--- config.mk ---
export PLATFORM = sky130hd
export DESIGN_NAME = apb_ram_arbiter
export DESIGN_NICKNAME = d
export VERILOG_FILES = /design/src/rtl/apb_arb_pkg.sv /design/src/rtl/rr_arb2.sv /design/src/rtl/apb_ram_arbiter.sv
export SDC_FILE = /design/constraint.sdc
export NUM_CORES = 1
export LEC_CHECK = 0
export CAP_MARGIN = 0
export CORE_ASPECT_RATIO = 0.5
export CORE_MARGIN = 2
export CORE_UTILIZATION = 44
export DETAILED_ROUTE_END_ITERATION = 12
export GPL_TIMING_DRIVEN = 0
export HOLD_SLACK_MARGIN = 0.06
export PLACE_DENSITY = 0.83
export SLEW_MARGIN = 20
export SYNTH_ARGS = -nofsm -noshare
export SYNTH_HDL_FRONTEND = slang
export SYNTH_HIERARCHICAL = 1
export SYNTH_SLANG_ARGS = --single-unit
--- constraint.sdc ---
create_clock -name PCLK -period 2.97 [get_ports PCLK]
set_input_delay 0.594 -clock PCLK [delete_from_list [all_inputs] [get_ports PCLK]]
set_output_delay 0.594 -clock PCLK [all_outputs]
set_load 0.005 [all_outputs]
--- src/rtl/apb_arb_pkg.sv ---
// Shared types and default sizes for the two-port APB RAM arbiter.
package apb_arb_pkg;

  typedef enum logic [1:0] {
    IDLE   = 2'd0,
    SETUP  = 2'd1,
    ACCESS = 2'd2,
    DONE   = 2'd3
  } state_t;

  typedef logic grant_t;

  localparam int ADDR_W_DEF  = 12;
  localparam int DATA_W_DEF  = 32;
  localparam int TIMEOUT_DEF = 16;

endpackage

--- src/rtl/rr_arb2.sv ---
// Two-way round-robin pick: a lone requester always wins, a tie goes to the
// port that was not granted last.
module rr_arb2
  import apb_arb_pkg::*;
(
  input  logic [1:0] req,
  input  grant_t     last_grant,
  output logic       grant_valid,
  output grant_t     grant_id
);

  assign grant_valid = |req;
  assign grant_id    = (&req) ? ~last_grant : req[1];

endmodule

--- src/rtl/apb_ram_arbiter.sv ---
// Shares one APB RAM slave between two requesters, one transfer at a time.
// Define APB_ARB_TIMEOUT_EN to abort ACCESS after TIMEOUT cycles without PREADY.
module apb_ram_arbiter
  import apb_arb_pkg::*;
#(
  parameter int ADDR_W  = ADDR_W_DEF,
  parameter int DATA_W  = DATA_W_DEF,
  parameter int TIMEOUT = TIMEOUT_DEF
) (
  input  logic              PCLK,
  input  logic              PRESETn,
  input  logic              req0_valid,
  input  logic              req0_write,
  input  logic [ADDR_W-1:0] req0_addr,
  input  logic [DATA_W-1:0] req0_wdata,
  output logic              req0_done,
  output logic [DATA_W-1:0] req0_rdata,
  output logic              req0_err,
  input  logic              req1_valid,
  input  logic              req1_write,
  input  logic [ADDR_W-1:0] req1_addr,
  input  logic [DATA_W-1:0] req1_wdata,
  output logic              req1_done,
  output logic [DATA_W-1:0] req1_rdata,
  output logic              req1_err,
  output logic [ADDR_W-1:0] PADDR,
  output logic              PWRITE,
  output logic              PENABLE,
  output logic [DATA_W-1:0] PWDATA,
  output logic              PSEL,
  input  logic [DATA_W-1:0] PRDATA,
  input  logic              PREADY
);

  state_t                   r_state, w_next;
  grant_t                   r_last_grant, r_grant;
  logic                     w_gnt_valid;
  grant_t                   w_gnt_id;
  logic                     w_abort;
  logic [ADDR_W-1:0]        r_paddr;
  logic [DATA_W-1:0]        r_pwdata;
  logic                     r_pwrite, r_psel, r_penable;
  logic [1:0]               r_done, r_err;
  logic [1:0][DATA_W-1:0]   r_rdata;

  rr_arb2 u_rr (
    .req         ({req1_valid, req0_valid}),
    .last_grant  (r_last_grant),
    .grant_valid (w_gnt_valid),
    .grant_id    (w_gnt_id)
  );

`ifdef APB_ARB_TIMEOUT_EN
  localparam int TW = (TIMEOUT > 1) ? $clog2(TIMEOUT) : 1;
  logic [TW-1:0] r_tcnt;

  // Counts stalled ACCESS cycles; cleared on the way into ACCESS.
  always_ff @(posedge PCLK or negedge PRESETn) begin
    if (!PRESETn)                        r_tcnt <= '0;
    else if (r_state == SETUP)           r_tcnt <= '0;
    else if (r_state == ACCESS && !PREADY) r_tcnt <= r_tcnt + 1'b1;
  end

  assign w_abort = (r_state == ACCESS) && !PREADY && (r_tcnt == TW'(TIMEOUT - 1));
`else
  assign w_abort = 1'b0;
`endif

  always_ff @(posedge PCLK or negedge PRESETn) begin
    if (!PRESETn) r_state <= IDLE;
    else          r_state <= w_next;
  end

  always_comb begin
    w_next = r_state;
    case (r_state)
      IDLE:    if (w_gnt_valid) w_next = SETUP;
      SETUP:   w_next = ACCESS;
      ACCESS:  if (PREADY || w_abort) w_next = DONE;
      DONE:    w_next = IDLE;
      default: w_next = IDLE;
    endcase
  end

  // Registered outputs; the transfer request is captured at grant time.
  always_ff @(posedge PCLK or negedge PRESETn) begin
    if (!PRESETn) begin
      r_last_grant <= 1'b1;
      r_grant      <= 1'b0;
      r_paddr      <= '0;
      r_pwdata     <= '0;
      r_pwrite     <= 1'b0;
      r_psel       <= 1'b0;
      r_penable    <= 1'b0;
      r_done       <= '0;
      r_err        <= '0;
      r_rdata      <= '0;
    end else begin
      r_done <= '0;
      case (r_state)
        IDLE: if (w_gnt_valid) begin
          r_grant      <= w_gnt_id;
          r_last_grant <= w_gnt_id;
          r_paddr      <= w_gnt_id ? req1_addr  : req0_addr;
          r_pwdata     <= w_gnt_id ? req1_wdata : req0_wdata;
          r_pwrite     <= w_gnt_id ? req1_write : req0_write;
          r_psel       <= 1'b1;
          r_penable    <= 1'b0;
        end
        SETUP: r_penable <= 1'b1;
        ACCESS: if (PREADY || w_abort) begin
          r_psel           <= 1'b0;
          r_penable        <= 1'b0;
          r_done[r_grant]  <= 1'b1;
          r_err[r_grant]   <= w_abort;
          if (w_abort)        r_rdata[r_grant] <= '0;
          else if (!r_pwrite) r_rdata[r_grant] <= PRDATA;
        end
        default: ;
      endcase
    end
  end

  assign PADDR      = r_paddr;
  assign PWDATA     = r_pwdata;
  assign PWRITE     = r_pwrite;
  assign PSEL       = r_psel;
  assign PENABLE    = r_penable;
  assign req0_done  = r_done[0];
  assign req1_done  = r_done[1];
  assign req0_err   = r_err[0];
  assign req1_err   = r_err[1];
  assign req0_rdata = r_rdata[0];
  assign req1_rdata = r_rdata[1];

endmodule

# Yosys cells after proc, flatten, opt, wreduce, memory -nomap -nowiden
# Cells that the tools add are included.
# op_classes
n_mux,19
bitwise,4
reduce_logical,12
order_cmp,2
eq_ne,5
# ops
op,count
$bwmux 64,1
$mux 32,2
$demux 32 s1,1
$mux 12,1
$reduce_and 3->1,3
$mux 2,4
$pmux 2 s4,1
$reduce_and 2->1,4
$mux 1,6
$eq 2x2->1 const B,2
$pmux 1 s3,1
$reduce_bool 3->1,1
$and 2x2->2,1
$eq 2x1->1 const B,1
$logic_not 2->1,1
$lt 1x2->1 const B,1
$ne 2x1->1 const B,1
$ne 2x2->1 const B,1
$not 1->1,2
$not 2->2,1
$pmux 1 s2,1
$reduce_bool 2->1,1
$reduce_or 2->1,1
$demux 1 s1,1
2 further kinds,2
# word_totals
output_inout_bits,115
reg_bits,119
elab_cells,54
input_bits,127

# Depth between registers and ports, before layout
# depth
word_depth,6
mapped_depth,7
depth_no_buf,5

# Modules after synthesis
# Netlist, hierarchy kept.
# by_module_without_submodules
mod,area_each_um2,instances,cells_each,seq_area_each_um2
apb_ram_arbiter,5052.3,1,376,2979.1
rr_arb2,13.8,1,2,0.0

# Worst setup path after synthesis
# OpenSTA, ideal clock, no wires.
# synth_timing
path_type,input-to-reg
start,in req1_valid
end,reg r_pwdata[3] (netlist: PWDATA[3])
path_buffers,2
cell_stages,5
setup_time_ns,0.136
t_arrival_ns,1.565
slack_ns,1.269
t_required_ns,2.834
cell_sequence,or2_1 nand2_1 clkbuf_1 clkbuf_1 o21ai_0
# synth_between
elab_chain_len,3
elab_cells_between_ends,5
cone_classes,mux: 2; reduce/logical: 3
# synth_lines
item,line,rtl
"start, declared",apb_ram_arbiter.sv:19,"input logic req1_valid,"
$reduce_and 2->1,rr_arb2.sv:13,assign grant_id = (&req) ? ~last_grant : req[1];
$mux 1,rr_arb2.sv:13,
$mux 32,apb_ram_arbiter.sv:105,r_pwdata <= w_gnt_id ? req1_wdata : req0_wdata;
"end signal, assigned",apb_ram_arbiter.sv:105,
"end, declared",apb_ram_arbiter.sv:41,logic [DATA_W-1:0] r_pwdata;
# Several ways; a longest one is shown, not always the timed one.
# A chain may end at the register's enable or synchronous reset.

# Final worst setup path
# layout_timing
start,in req0_valid
end,reg r_paddr[0] (netlist: PADDR[0])
# layout_between
elab_cells_between_ends,5
cone_classes,mux: 2; reduce/logical: 3
# layout_rtl
item,line,rtl
"start, declared",apb_ram_arbiter.sv:12,"input logic req0_valid,"
$reduce_or 2->1,rr_arb2.sv:12,assign grant_valid = |req;
named net w_gnt_valid,apb_ram_arbiter.sv:37,logic w_gnt_valid;
$reduce_and 2->1 (no line),--,
"end signal, assigned",apb_ram_arbiter.sv:104,r_paddr <= w_gnt_id ? req1_addr : req0_addr;
"end, declared",apb_ram_arbiter.sv:40,logic [ADDR_W-1:0] r_paddr;
# The timed path passes the listed nets, and every way through them passes these cells.

==> results by group <==
Run status
  – Status: finished, final reports clean

Routing
  – Drt initial violations: 142
  – Per-cell routed wire length: 17.6 um
  – DRT Pass-1 Iters: 4
  – Detailed-route wire length: 14.0 mm
  – Remaining antenna violation count after routing: 0
  – Vias/cell: 4.88
  – DRC: 0
  – Vias: 3890

Timing
  – Minimum clock period: 2.17 ns
  – RSZ-0062 raised after global routing: false
  – Clk_skew: 0.00898 ns
  – Relative slew slack: 64.4%
  – Final Setup Violations: 0
  – Final period utilization: 73.2%
  – Final hold vios: 0
  – Worst-Margin Slew: 0.535 ns
  – Fmax achieved: 0.460 GHz
  – Fin. max-slew vios: 0
  – Hold slack: 0.0904 ns
  – Final WS setup: 0.795 ns

Synthesis
  – Synth top area share: 58.3%
  – Mapped Area: 5070 um^2
  – Number of synthesized register bits: 119
  – Number of enable flip-flop cells after synthesis: 0
  – Fraction of the yosys area taken by sequential cells: 58.8%
  – Net count after synthesis: 510
  – Yosys cell types: 26
  – Synth top area cells: dfrtp_1 (58%), mux2i_1 (9.3%), mux2_4 (8.9%), mux2_1 (7.1%), o21ai_0 (4.5%)
  – Post-Synthesis Cells: 378
  – Post-synth ARST share: 100%
  – Most used flip-flop cell after synthesis: dfrtp_1
  – Post-synthesis average cell area: 13.4 um^2
  – Largest area contributor in the netlist: dfrtp_1
  – Syn. warnings: 6

Floorplanning
  – Die H: 79.9 um
  – Core Rows: 27
  – Die ar.: 12400 um^2
  – Placeable Area: 11100 um^2
  – Die Width: 156 um
  – Initial core utilization: 45.6%
  – I/O pin count: 242

Final layout
  – Most common cell after layout, fill and taps aside: clkdlybuf4s50_1
  – Fillers: 735
  – Multi-input gate area: 1920 um^2
  – # diodes: 0
  – Most frequent cells in the layout: clkdlybuf4s50_1 (240), dfrtp_1 (118), nand2_1 (53)
  – Area Growth Syn to Fin: 64.7%
  – Proportion of layout cells with a drive suffix above 1: 12.4%
  – FF+latch area: 2980 um^2
  – Final nets: 771
  – Final Instance Area: 8340 um^2

Global route
  – Met3 layer usage reported by global route: 5.92%
  – Global route overflow: 0
  – Vias in the first global route: 4131
  – Busiest grt layer: met2
  – Initial antenna violation count: 0
  – GRT met1 Usage: 28.5%
  – Pin count of the biggest net entering global routing: 80
  – First-pass GRT wire length: 22.2 mm
  – Total Routing Usage GR: 23.5%
  – Met2 usage: 40.8%

CTS
  – Clock Latency Late Sink: 0.41 ns
  – Longest Clk Path Bufs: 2
  – CTS tree: done
  – H-tree Lvls: 4
  – Setup Buffers After CTS: 0
  – Clock Sinks: 119
  – CTS root buffer: clkbuf_16
  – CTS Buf Count: 17
  – Worst-path clk slew: 0.06 ns
  – CTS resizes: 0
  – Cts hold-fix bufs: 0

Placed design
  – Port bufs: 241
  – Pre-CTS setup slack: 0.414 ns
  – Area after DPL: 7690 um^2
  – Dpl hpwl: 10.3 mm
  – Final weighted congestion in routability-driven placement: 0.762

Worst hold path
  – Worst min path class: input pin to async pin

Worst setup path
  – FF-to-FF setup slack: 0.95 ns
  – CP max FO: 10
  – Crit. End Element: register
  – Worst setup SP type: input pin
  – Critical R2R Capture: req0_rdata[9]$_DFFE_PN0P_
  – CP arrival: 2.43 ns
  – CP Launch Point: req0_valid
  – Worst EP required: 3.23 ns
  – R2R cell count: 6
  – Reg-to-Reg Start: r_state[0]$_DFFE_PN0P_
  – Worst setup path category: input pin to register

Pwr
  – Total design power: 8.48 mW
  – Leakage power: 3.79 nW
  – Max rail drop VDD: 0.395 mV
  – Pwr/cell area: 1020 nW/um^2

Job
  – Max_cap viols: 0
-- report_power, final --
| part | leakage (nW) | internal [mW] | switching (mW) | total, mW |
|---|---|---|---|---|
| Sequential | 1.47 | 2.42 | 0.437 | 2.85 |
| Clock | 0.307 | 1.50 | 0.778 | 2.27 |
| Combinational | 2.01 | 2.15 | 1.20 | 3.35 |
-- area by class of cell --
type / instances / area share, %
inverter: 4 / 0.180
timing repair buffer: 242 / 29.3
tap: 145 / 2.17
clock buffer: 18 / 5.14
clock inverter: 14 / 2.70
buffer: 22 / 1.87
sequential: 119 / 35.7
multi-input combinational: 233 / 23.0
-- critical path: stages --
cell	delay, ns
clkdlybuf4s50_1	0.45
or2_1	0.30
nand2_1	0.13
clkbuf_1	0.32
clkbuf_1	0.43
o21ai_0	0.20
-- metrics by stage --
step,cells,TNS [ns],utilization (%)
2_1_floorplan,378,0,-
6_report,797,0,75.1
3_5_place_dp,765,0,69.2
4_1_cts,797,0,75.1
3_3_place_gp,764,-389.46,68.9
5_1_grt,797,0,75.1
-- cells in the mapped netlist (2+ instances only) --
cell type and instances:
dfrtp_1 118, nand2_1 53, mux2i_1 47, o21ai_0 46, mux2_1 32, mux2_4 30
clkbuf_1 10, buf_2 5, ha_1 5, inv_1 4, mux2_2 4, buf_12 3
buf_4 3, nor2_1 3, a21oi_1 2, and2_1 2, or2_1 2
-- cell families (layout without fill, tap and decap cells) --
logic type | after synthesis | count (layout) | synth area share, %
DFF | 119 | 119 | 58.8
buffers and inverters | 26 | 300 | 3.38
and+or+nand+nor | 64 | 64 | 5.19
AOI/OAI and AO/OA | 51 | 51 | 5.21
muxes | 113 | 113 | 26.2
adders and majority gates | 5 | 5 | 1.23
-- flip-flops by register name (all words and copies together) (netlist names), 2 cells and up --
register and flops:
r_done 2, req1_rdata 32, r_state 2, req0_rdata 32, PADDR 12, r_err 2, PWDATA 32
-- per-layer routing --
metal / up-vias / wire [um]
met2: 107 / 7330
met1: 1927 / 5850
met4: 0 / 260
met5: - / 0
met3: 24 / 552
li1: 1832 / -
-- worst max-delay path by stage --
stage	slack [ns]	endpoint	cells after the start
3_3_place_gp	-3.29	PWDATA[21]$_DFFE_PN0P_	1
5_1_grt	0.64	PADDR[10]$_DFFE_PN0P_	7
2_1_floorplan	1.27	PWDATA[3]$_DFFE_PN0P_	5
4_1_cts	0.81	PWRITE$_DFFE_PN0P_	7
3_5_place_dp	0.41	PWRITE$_DFFE_PN0P_	7
6_report	0.80	PADDR[0]$_DFFE_PN0P_	6
No activity file was read; power rests on OpenSTA's default activity.
